==> src/rtl/lector_contadores.sv <==
// Requester side of the counter read interface: sweeps idx 0..NUM_IDX-1 and latches each count.
// Optional macro LECTOR_SUMA_EN adds a registered 8-bit sum of all captured counts (port suma).
module lector_contadores #(
  parameter int unsigned NUM_IDX = 5,
  parameter int unsigned TIMEOUT = 8
) (
  input  logic       clk,
  input  logic       reset,
  input  logic       start,
  input  logic       valid,
  input  logic [4:0] data,
  output logic       req,
  output logic [2:0] idx,
  output logic       busy,
  output logic       done,
  output logic       error,
  output logic [4:0] cnt0,
  output logic [4:0] cnt1,
  output logic [4:0] cnt2,
  output logic [4:0] cnt3,
`ifdef LECTOR_SUMA_EN
  output logic [4:0] cnt4,
  output logic [7:0] suma
`else
  output logic [4:0] cnt4
`endif
);

  localparam logic [1:0] IDLE      = 2'd0;
  localparam logic [1:0] SOLICITAR = 2'd1;
  localparam logic [1:0] ESPERAR   = 2'd2;
  localparam logic [1:0] FIN       = 2'd3;

  localparam logic [2:0] LAST_IDX = 3'(NUM_IDX - 1);
  localparam logic [3:0] TMO      = 4'(TIMEOUT);

  logic [1:0] state_q, state_d;
  logic [2:0] idx_q, idx_d;
  logic [3:0] wait_q, wait_d;
  logic       error_q, error_d;
  logic [4:0] cnt_q [5];
  logic [4:0] cnt_d [5];

  always_comb begin
    state_d = state_q;
    idx_d   = idx_q;
    wait_d  = wait_q;
    error_d = error_q;
    for (int unsigned i = 0; i < 5; i++) cnt_d[i] = cnt_q[i];

    case (state_q)
      IDLE: begin
        if (start) begin
          state_d = SOLICITAR;
          idx_d   = '0;
          error_d = 1'b0;
          wait_d  = '0;
        end
      end
      SOLICITAR: begin
        state_d = ESPERAR;
        wait_d  = '0;
      end
      ESPERAR: begin
        if (valid) begin
          // Channels at or above NUM_IDX are never written, so they stay at zero.
          for (int unsigned i = 0; i < 5; i++) begin
            if (i < NUM_IDX && idx_q == 3'(i)) cnt_d[i] = data;
          end
          if (idx_q >= LAST_IDX) begin
            state_d = FIN;
          end else begin
            idx_d   = idx_q + 3'd1;
            state_d = SOLICITAR;
          end
        end else begin
          wait_d = (wait_q < TMO) ? wait_q + 4'd1 : TMO;
          if (wait_d == TMO) begin
            error_d = 1'b1;
            state_d = FIN;
          end
        end
      end
      FIN: begin
        state_d = IDLE;
      end
      default: begin
        state_d = IDLE;
      end
    endcase
  end

  always_ff @(posedge clk) begin
    if (reset) begin
      state_q <= IDLE;
      idx_q   <= '0;
      wait_q  <= '0;
      error_q <= 1'b0;
      for (int unsigned i = 0; i < 5; i++) cnt_q[i] <= '0;
    end else begin
      state_q <= state_d;
      idx_q   <= idx_d;
      wait_q  <= wait_d;
      error_q <= error_d;
      for (int unsigned i = 0; i < 5; i++) cnt_q[i] <= cnt_d[i];
    end
  end

`ifdef LECTOR_SUMA_EN
  logic [7:0] suma_q, suma_d;

  // Sum uses cnt_d so the channel captured on the FIN-entry edge is included.
  always_comb begin
    suma_d = suma_q;
    if (state_q == ESPERAR && state_d == FIN) begin
      suma_d = {3'b000, cnt_d[0]} + {3'b000, cnt_d[1]} + {3'b000, cnt_d[2]}
             + {3'b000, cnt_d[3]} + {3'b000, cnt_d[4]};
    end
  end

  always_ff @(posedge clk) begin
    if (reset) suma_q <= '0;
    else       suma_q <= suma_d;
  end

  assign suma = suma_q;
`endif

  assign req   = (state_q == SOLICITAR);
  assign busy  = (state_q != IDLE);
  assign done  = (state_q == FIN);
  assign idx   = idx_q;
  assign error = error_q;
  assign cnt0  = cnt_q[0];
  assign cnt1  = cnt_q[1];
  assign cnt2  = cnt_q[2];
  assign cnt3  = cnt_q[3];
  assign cnt4  = cnt_q[4];

endmodule

==> config.mk <==
export PLATFORM = sky130hd
export DESIGN_NAME = lector_contadores
export DESIGN_NICKNAME = d
export VERILOG_FILES = /design/src/rtl/lector_contadores.sv
export SDC_FILE = /design/constraint.sdc
export NUM_CORES = 1
export LEC_CHECK = 0
export CAP_MARGIN = 20
export CORE_MARGIN = 4
export CORE_UTILIZATION = 48
export DETAILED_ROUTE_END_ITERATION = 7
export PLACE_DENSITY = 0.79
export SETUP_SLACK_MARGIN = 0.1
export SYNTH_ARGS = -nofsm -noshare
export SYNTH_HDL_FRONTEND = slang
export SYNTH_SLANG_ARGS = --single-unit
==> constraint.sdc <==
create_clock -name clk -period 1.7 [get_ports clk]
set_input_delay 0.255 -clock clk [delete_from_list [all_inputs] [get_ports clk]]
set_output_delay 0.255 -clock clk [all_outputs]
set_load 0.05 [all_outputs]
## Word-level counts from Yosys, hierarchy flattened

Memories as Yosys holds them, arrays and structs flattened.
Cells that the tools add are included.

| operators by class | value |
|---|---|
| bitwise gates (word level) | 5 |
| magnitude comparators | 2 |
| reduce and logical (&&, ||, !) cells | 9 |
| eq/ne operators | 14 |
| muxes and demuxes | 32 |
| add/sub/neg operators | 2 |

Operators by type and width:

| cell | count |
|---|---|
| two-way mux 25 bit | 2 |
| two-way mux 5 bit | 10 |
| two-way mux 4 bit | 3 |
| one-hot mux 4 bit (3 select lines) | 1 |
| != test 2 bit (second input constant) | 5 |
| two-way mux 3 bit | 3 |
| two-way mux 2 bit | 4 |
| one-hot mux 2 bit (4 select lines) | 1 |
| AND reduction 4 bit | 2 |
| == test 3 x 2 -> 1 bit (second input constant) | 2 |
| two-way mux 1 bit | 6 |
| one-hot mux 3 bit (2 select lines) | 1 |
| bitwise OR 1 bit | 5 |
| adder 4 x 1 -> 4 bit (second input constant) | 1 |
| == test 2 bit (second input constant) | 2 |
| == test 4 bit (second input constant) | 1 |
| < comparator 4 bit (second input constant) | 1 |
| nonzero test 2 bit | 2 |
| adder 3 x 1 -> 3 bit (second input constant) | 1 |
| == test 3 x 1 -> 1 bit (second input constant) | 1 |
| == test 3 bit (second input constant) | 1 |
| greater-or-equal comparator 3 bit (second input constant) | 1 |
| logical NOT 3 bit | 1 |
| != test 3 bit (second input constant) | 1 |
| 6 further kinds | 6 |

| storage, ports and cells | value |
|---|---|
| flip-flop bits (word level) | 10 |
| output and inout port bits | 32 |
| memory bits (writable) | 25 |
| memories kept | 1 |
| logic and storage cells | 69 |
| bits of input ports | 9 |

Memory list:

| name | depth | width | rd ports | clocked after memory_dff | write ports | line | text |
|---|---|---|---|---|---|---|---|
| cnt_q | 5 | 5 | 5 | 0 | 5 | 41 | `logic [4:0] cnt_q [5];` |

## Depth between registers and ports, before layout

Gate-level depths: netlist of run 1.

| depth | value |
|---|---|
| depth after elaboration | 6 |
| mapped depth | 6 |
| depth with buffers taken out | 5 |

## Worst setup path before layout of run 1

Ideal clock, no wire load.

| timing | value |
|---|---|
| path type | register to register |
| start | reg idx_q[0], in the netlist idx[0] |
| end | mem cnt_q[4][0], in the netlist cnt_q[0][20] |
| path slack | 0.067 ns |
| data arrival time | 1.561 ns |
| cell stages (with the launch flop) | 7 |
| setup time | 0.072 ns |
| period minus slack after synthesis | 1.633 ns |
| required time | 1.628 ns |
| buffers on the path | 1 |
| cells stage by stage | dfxtp_1 inv_1 ha_1 nand3_2 or3_1 clkbuf_1 mux2i_1 |

RTL lines:

| what | line | text |
|---|---|---|
| start, declared | 38 | `logic [2:0] idx_q, idx_d;` |
| start signal, assigned | 102 | `idx_q <= idx_d;` |
| end, declared | 41 |  |

## Worst setup path in the final report of run 1

| timing | value |
|---|---|
| start | reg wait_q[0] |
| end | reg error_q, in the netlist error |

| between the ends | value |
|---|---|
| cells in the longest elaborated chain, start to end | 5 |
| elaborated cells between the ends (all ways) | 6 |
| those cells by class | add/sub (1); order compare (1); eq/ne (2); mux (1); reduce/logical (1) |

Ends and longest elaborated chain:

| what | line | text |
|---|---|---|
| start, declared | 39 | `logic [3:0] wait_q, wait_d;` |
| start signal, assigned | 103 | `wait_q <= wait_d;` |
| adder 4 x 1 -> 4 bit / < comparator 4 bit (equally long branches) | 77 | `wait_d = (wait_q < TMO) ? wait_q + 4'd1 : TMO;` |
| two-way mux 4 bit * | 77 |  |
| == test 4 bit * | 78 | `if (wait_d == TMO) begin` |
| != test 2 bit (no source line) * | -- |  |
| AND reduction 4 bit (no source line) * | -- |  |
| end signal, assigned | 104 | `error_q <= error_d;` |
| end, declared | 40 | `logic error_q, error_d;` |

Every way passes the cells marked *; elsewhere a longest branch is shown, timed or not.
A chain may end at the register's enable or synchronous reset.

==> results.md, run 1 <==
* Post-route ant nets at 0
* First-pass GRT wire length at 5.69 mm
* Syn_nets at 177
* DP HPWL at 2.61 mm
* Die area at 4320 sq um
* CP endpoint kind: flip-flop
* Number of I/O port buffers at 40
* Pwr Total at 1.54 mW
* Initial drt markers at 43
* DRC errors left at 0
* Status: complete, no violations
* GR Util All Layers at 0.171
* DP Worst Slack at -0.0942 ns
* Minimum clock period at 1.50 ns
* Die W at 65.7 um
* CTS sink cnt at 35
* Worst slew margin relative to its limit at 0.690
* Final setup fails at 0
* VDD IR max at 0.000524 V
* Cell-internal power at 1.15 mW
* Period utilization at 0.881
* Final wirelength at 3.37 mm
* Fmax at 667 MHz
* Core ar. at 3130 sq um
* Share of total power in the clock network at 0.343
* Antenna cell count at 0
* Post-layout nets at 221
* Comb power frac at 0.111
* Dpl cell area at 2020 sq um
* Clock latency at the later pin of the worst-skew pair at 0.34 ns
* Vias post-DR at 1264
* Leak pwr at 0.980 nW
* Maxcap violations at 0
* CTS Buffer Depth at 2
* Sequence of cells on the critical path: ha_1 > or3b_1 > a2111oi_2
* Layout Utilization at 0.671
* Final WS setup at 0.202 ns
* CTS clk-pin slew, worst paths at 0.11 ns
* CP Max Fanout at 3
* Sw power at 392 uW
* Most frequent cells in the layout: 36 x buf_4, 31 x dfxtp_1, 29 x nand2b_1
* Worst-Margin Slew at 0.464 ns
* Hold crit path type: reg -> reg
* Routed vias/inst at 5.04
* Critical path required time at 1.94 ns
* Slowest Stage Delay on Critical Path at 0.43 ns
* CTS tree: done
* Final hold viol count at 0
* First-pass detailed-route iteration total at 4
* Clock Skew at 0.00664 ns
* Worst hold slack at 0.480 ns
* RSZ-0062 raised after global routing: no
* Root Driver: clkbuf_4
* Placer Congestion at 0.878
* Syn Area/Cell at 9.88 sq um
* Critical path's top delay family: simple AND/OR/NAND/NOR gates
* Total CTS buffers at 5
* Unique cell type count in the Yosys netlist at 33
* Cell area after layout at 2100 sq um
* Vias in the first global route at 1259
* Kind of critical path: reg -> reg
* Slowest-stage cell, CP: or3b_1
* H-tree depth at 2
* Commonest non-fill, non-tap cell in the layout: buf_4
* Register bit total from synthesis at 35
* Cell row count at 20
* GR Overflow Total at 0
* Crit path launch type: flip-flop
* Largest net degree at the start of global routing at 21
* Post-synthesis sequential area ratio at 0.438
* Net Sw Frac at 0.254
* Mapped Area at 1600 sq um
* Area grow syn2layout at 31.2%
* Synth warnings at 0
* WL per Instance at 13.4 um
* Antenna violations before repair at 0
* Die height at 65.7 um
* IO Count at 41
* Mapped Cells at 162
* Layout cell share with drive strength beyond 1 at 0.275
* Buf/Inv on CP at 0
* Pwr dens at 736 nW/um^2
* Initial Utilization at 0.512
* Final Max Slew Viols at 0
* Flop pwr share at 0.547
* WP data arrival at 1.73 ns
-- worst min-delay path, delay by kind of cell (launching register included) --
family        cells  cell delay [ns]
flops             1             0.33
mux               1             0.06
simple gates      1             0.06
-- Yosys cell counts, drive strengths merged --
cell / instances / area, sq um
and4bb: 1 / 12.5
a211oi: 1 / 7.51
mux2: 1 / 11.3
a31oi: 1 / 6.26
and2: 2 / 12.5
nand2b: 29 / 181
mux2i: 25 / 250
a2111oi: 1 / 15.0
or3b: 2 / 17.5
a21oi: 6 / 30.0
nor3b: 1 / 7.51
or3: 4 / 25.0
or2b: 1 / 7.51
a22o: 1 / 8.76
buf: 5 / 27.5
or4bb: 1 / 11.3
nand3: 4 / 25.0
nor3: 1 / 5.00
nor2b: 1 / 6.26
ha: 6 / 75.1
o21ba: 1 / 10.0
nand2: 5 / 18.8
or2: 1 / 6.26
o21ai: 3 / 15.0
o32ai: 1 / 8.76
nand4b: 1 / 15.0
clkbuf: 5 / 18.8
nor2: 12 / 45.0
dfxtp: 35 / 701
a21o: 1 / 7.51
inv: 3 / 11.3
-- cell type report --
type                       count  area (sq um)
clock inverter                 1          7.51
sequential                    35           706
timing repair buffer          47           410
tap                           44          55.1
inverter                       3          11.3
fill                         259          1030
clock buffer                   7          65.1
multi-input combinational    114           845
-- metal layers --
layer	GRT usage	vias to the layer above	part of all wire
met5	0	-	0
met4	0.0648	0	0.010
met3	0.0615	4	0.052
met2	0.279	31	0.50
met1	0.205	590	0.44
li1	-	639	-
-- power by group through the flow --
stage	Clock [mW]	Combinational [mW]	Sequential [mW]
floorplan	0	0.0954	0.866
global placement	0	0.169	0.862
detailed placement	0	0.172	0.862
CTS	0.540	0.173	0.844
global route	0.570	0.185	0.848
finish	0.529	0.171	0.845
-- kinds of logic (layout without fill, tap and decap cells) --
group / after synthesis / in the layout / share of synthesized area
buffers and inverters: 13 / 58 / 0.0360
adder cells (fa/ha/maj): 6 / 6 / 0.0469
multiplexers: 26 / 26 / 0.163
AO/OA/AOI/OAI: 16 / 16 / 0.0680
AND/OR/NAND/NOR: 66 / 66 / 0.248
flip-flops: 35 / 35 / 0.438
-- repair_timing --
item / in CTS / in global routing
buffers inserted: 0 / 0
gates resized for setup: 2 / 0
endpoints found under the setup margin: 3 / 1
hold endpoints to repair: 0 / 0
hold buffers: 0 / 0
pin swaps: 0 / 1
-- through the flow --
stage / instances / setup TNS (ns)
after CTS: 251 / 0
after global routing: 251 / 0
after detailed placement: 243 / -0.878
final: 251 / 0
after global placement: 243 / -0.174
after floorplan: 162 / 0
-- sequential cells by signal (all words and copies together), names as in the netlist --
name and cells:
wait_q 4, idx 3, state_q 2, error 1, cnt_q 25
-- final timing paths --
path,start,end,slack (ns),cells past startpoint
worst min register to register,cnt_q[0][6],cnt_q[0][6],0.48,2
worst min-delay path,cnt_q[0][6],cnt_q[0][6],0.48,2
worst max register to register,wait_q[0],error,0.20,3
worst max-delay path,wait_q[0],error,0.20,3
(Power assumes the default switching activity.)
==> run 2: changes to the inputs <==
Settings changed: CORE_UTILIZATION 48 to 43, PLACE_DENSITY 0.79 to 0.74, TNS_END_PERCENT set to 20.
Clock period 1.7 ns to 1.2 ns, I/O delays scaled along.
==> run 2 against run 1 <==
  * The flow now finishes with violations (setup timing)
  * Largest power group unchanged
  * Critical path type unchanged
  * Die area is 10% higher
  * Utilization is 17 points higher
  * Critical endpoint unchanged
  * Routed wire length is 55% higher
==> results.md, run 2 (same netlist as run 1, synthesis figures left out) <==
* Final setup fails at 28 (was 0)
* First-pass detailed-route iteration total at 4 (unchanged)
* Worst-Margin Slew at 0.292 ns (was 0.464 ns)
* Fmax at 724 MHz (was 667 MHz)
* Vias post-DR at 1524 (was 1264)
* Initial drt markers at 55 (was 43)
* Leak pwr at 1.24 nW (was 0.980 nW)
* First-pass GRT wire length at 7.82 mm (was 5.69 mm)
* Pwr dens at 825 nW/um^2 (was 736 nW/um^2)
* Cell row count at 21 (was 20)
* Layout Utilization at 0.843 (was 0.671)
* CP endpoint kind: flip-flop (unchanged)
* Final WS setup at -0.181 ns (was 0.202 ns)
* Die W at 69.0 um (was 65.7 um)
* Post-route ant nets at 0 (unchanged)
* Routed vias/inst at 5.44 (was 5.04)
* DP Worst Slack at -0.551 ns (was -0.0942 ns)
* Largest register FFs at 25 (unchanged)
* Area grow syn2layout at 82.7% (was 31.2%)
* CP Max Fanout at 3 (unchanged)
* Worst hold slack at 0.358 ns (was 0.480 ns)
* Kind of critical path: reg -> reg (unchanged)
* H-tree depth at 2 (unchanged)
* VDD IR max at 0.000599 V (was 0.000524 V)
* Met2 Usage GRT at 0.371 (was 0.279)
* CTS tree: done (unchanged)
* Status: complete, but fails checks (was complete, no violations)
* Sequence of cells on the critical path: ha_4 > or3b_4 > a2111oi_4 (was ha_1 > or3b_1 > a2111oi_2)
* Slowest Stage Delay on Critical Path at 0.42 ns (was 0.43 ns)
* Multi-input logic area at 1030 sq um (was 845 sq um)
* Core ar. at 3470 sq um (was 3130 sq um)
* Die height at 69.0 um (was 65.7 um)
* Cell area after layout at 2920 sq um (was 2100 sq um)
* DP HPWL at 3.44 mm (was 2.61 mm)
* WL per Instance at 18.7 um (was 13.4 um)
* Vias in the first global route at 1580 (was 1259)
* Critical R2R Launch: wait_q[1] (was wait_q[0])
* Worst setup path startpoint: wait_q[1] (was wait_q[0])
* Biggest register: cnt_q (unchanged)
* Placer Congestion at 0.902 (was 0.878)
* M1 GR Usage at 0.213 (was 0.205)
* Number of I/O port buffers at 40 (unchanged)
* Finished Layout Cells at 280 (was 251)
* Slowest-stage cell, CP: or3b_4 (was or3b_1)
* Hold crit path type: in -> reg (was reg -> reg)
* GR Overflow Total at 0 (unchanged)
* Critical path's top delay family: simple AND/OR/NAND/NOR gates (unchanged)
* Minimum clock period at 1.38 ns (was 1.50 ns)
* IO Count at 41 (unchanged)
* Antenna violations before repair at 0 (unchanged)
* Final hold viol count at 0 (unchanged)
* Maxcap violations at 0 (unchanged)
* CTS Buffer Depth at 2 (unchanged)
* Pwr Total at 2.41 mW (was 1.54 mW)
* Most frequent cells in the layout: 32 x buf_12, 28 x dfxtp_1, 27 x nand2b_1 (was 36 x buf_4, 31 x dfxtp_1, 29 x nand2b_1)
* GR Util All Layers at 0.207 (was 0.171)
* Antenna cell count at 0 (unchanged)
* WP data arrival at 1.58 ns (was 1.73 ns)
* Layout cell share with drive strength beyond 1 at 0.479 (was 0.275)
* # fillers at 179 (was 259)
* Commonest non-fill, non-tap cell in the layout: buf_12 (was buf_4)
* Dpl cell area at 2610 sq um (was 2020 sq um)
* Final Max Slew Viols at 0 (unchanged)
* Placed cell count at 266 (was 243)
* Crit path launch type: flip-flop (unchanged)
* RSZ-0062 raised after global routing: yes (was no)
* Period utilization at 1.15 (was 0.881)
* Initial Utilization at 0.461 (was 0.512)
* Die area at 4760 sq um (was 4320 sq um)
* Clock latency at the later pin of the worst-skew pair at 0.29 ns (was 0.34 ns)
* Total CTS buffers at 5 (unchanged)
* Clock Skew at 0.00354 ns (was 0.00664 ns)
* DRC errors left at 0 (unchanged)
* Hold_sp: valid (was cnt_q[0][6])
* Final wirelength at 5.24 mm (was 3.37 mm)
* CTS sink cnt at 35 (unchanged)
* CTS clk-pin slew, worst paths at 0.07 ns (was 0.11 ns)
* Final setup TNS at -2.72 ns (was 0 ns)
* Violated checks: setup timing
* Post-layout nets at 248 (was 221)
* Cts hold-fix bufs at 0 (unchanged)
* Met3 Use GR at 0.0669 (was 0.0615)
* Critical path required time at 1.39 ns (was 1.94 ns)
* Worst slew margin relative to its limit at 0.805 (was 0.690)
* Root Driver: clkbuf_8 (was clkbuf_4)
* FF/Latch Area at 722 sq um (was 706 sq um)
* Buf/Inv on CP at 0 (unchanged)
* Global routing's busiest layer: met2 (unchanged)
* Largest net degree at the start of global routing at 24 (was 21)
==> run 2: cell types whose count changed in the layout (fill, tap and decap cells not counted), sizes merged <==
| cell | delta |
|---|---|
| inv | -1 |
| clkinv | +1 |
| dlygate4sd2 | +1 |
| clkbuf | +1 |
| clkdlybuf4s50 | -2 |
| buf | +27 |
==> run 2: report_power, final <==
group	total (mW)	leakage [nW]	internal [mW]	switching [mW]
Combinational	0.407	0.914	0.212	0.195
Sequential	1.19	0.287	1.17	0.0208
Clock	0.818	0.0422	0.407	0.411
==> run 2: timing repair <==
action / in CTS / in global routing
endpoints found under the setup margin: 40 / 42
pin swaps: 7 / 6
gates resized for setup: 24 / 31
buffers inserted: 1 / 5
==> run 2: tightest hold or removal path, stage by stage <==
cell      delay (ns)
clkbuf_2        0.21
nor2_1          0.14
a31oi_1         0.08
==> run 2: final cells by class <==
cell class                 instances  share of cell area
clock buffer                       7              0.0261
clock inverter                     1             0.00171
inverter                           3             0.00599
multi-input combinational        114               0.351
sequential                        35               0.247
tap                               46              0.0197
timing repair buffer              74               0.348
==> run 2: per-layer routing <==
metal / up-vias / wire length [um] / share of wire
met3: 26 / 273 / 0.052
li1: 699 / - / -
met2: 63 / 2770 / 0.53
met1: 736 / 1940 / 0.37
met4: 0 / 255 / 0.049
met5: - / 0 / 0
==> run 2: final timing paths <==
check                               endpoint  slack, ns  cells past startpoint
worst max-delay path                   error      -0.18                      3
worst min-delay path              state_q[0]       0.36                      3
worst max register to register         error      -0.18                      3
worst min register to register  cnt_q[0][10]       0.51                      2
==> run 3: changes to the inputs <==
Settings changed: CTS_CLUSTER_DIAMETER set to 60.
==> results of run 3 <==
Final layout, timing and power as in run 2 (identical DEF).
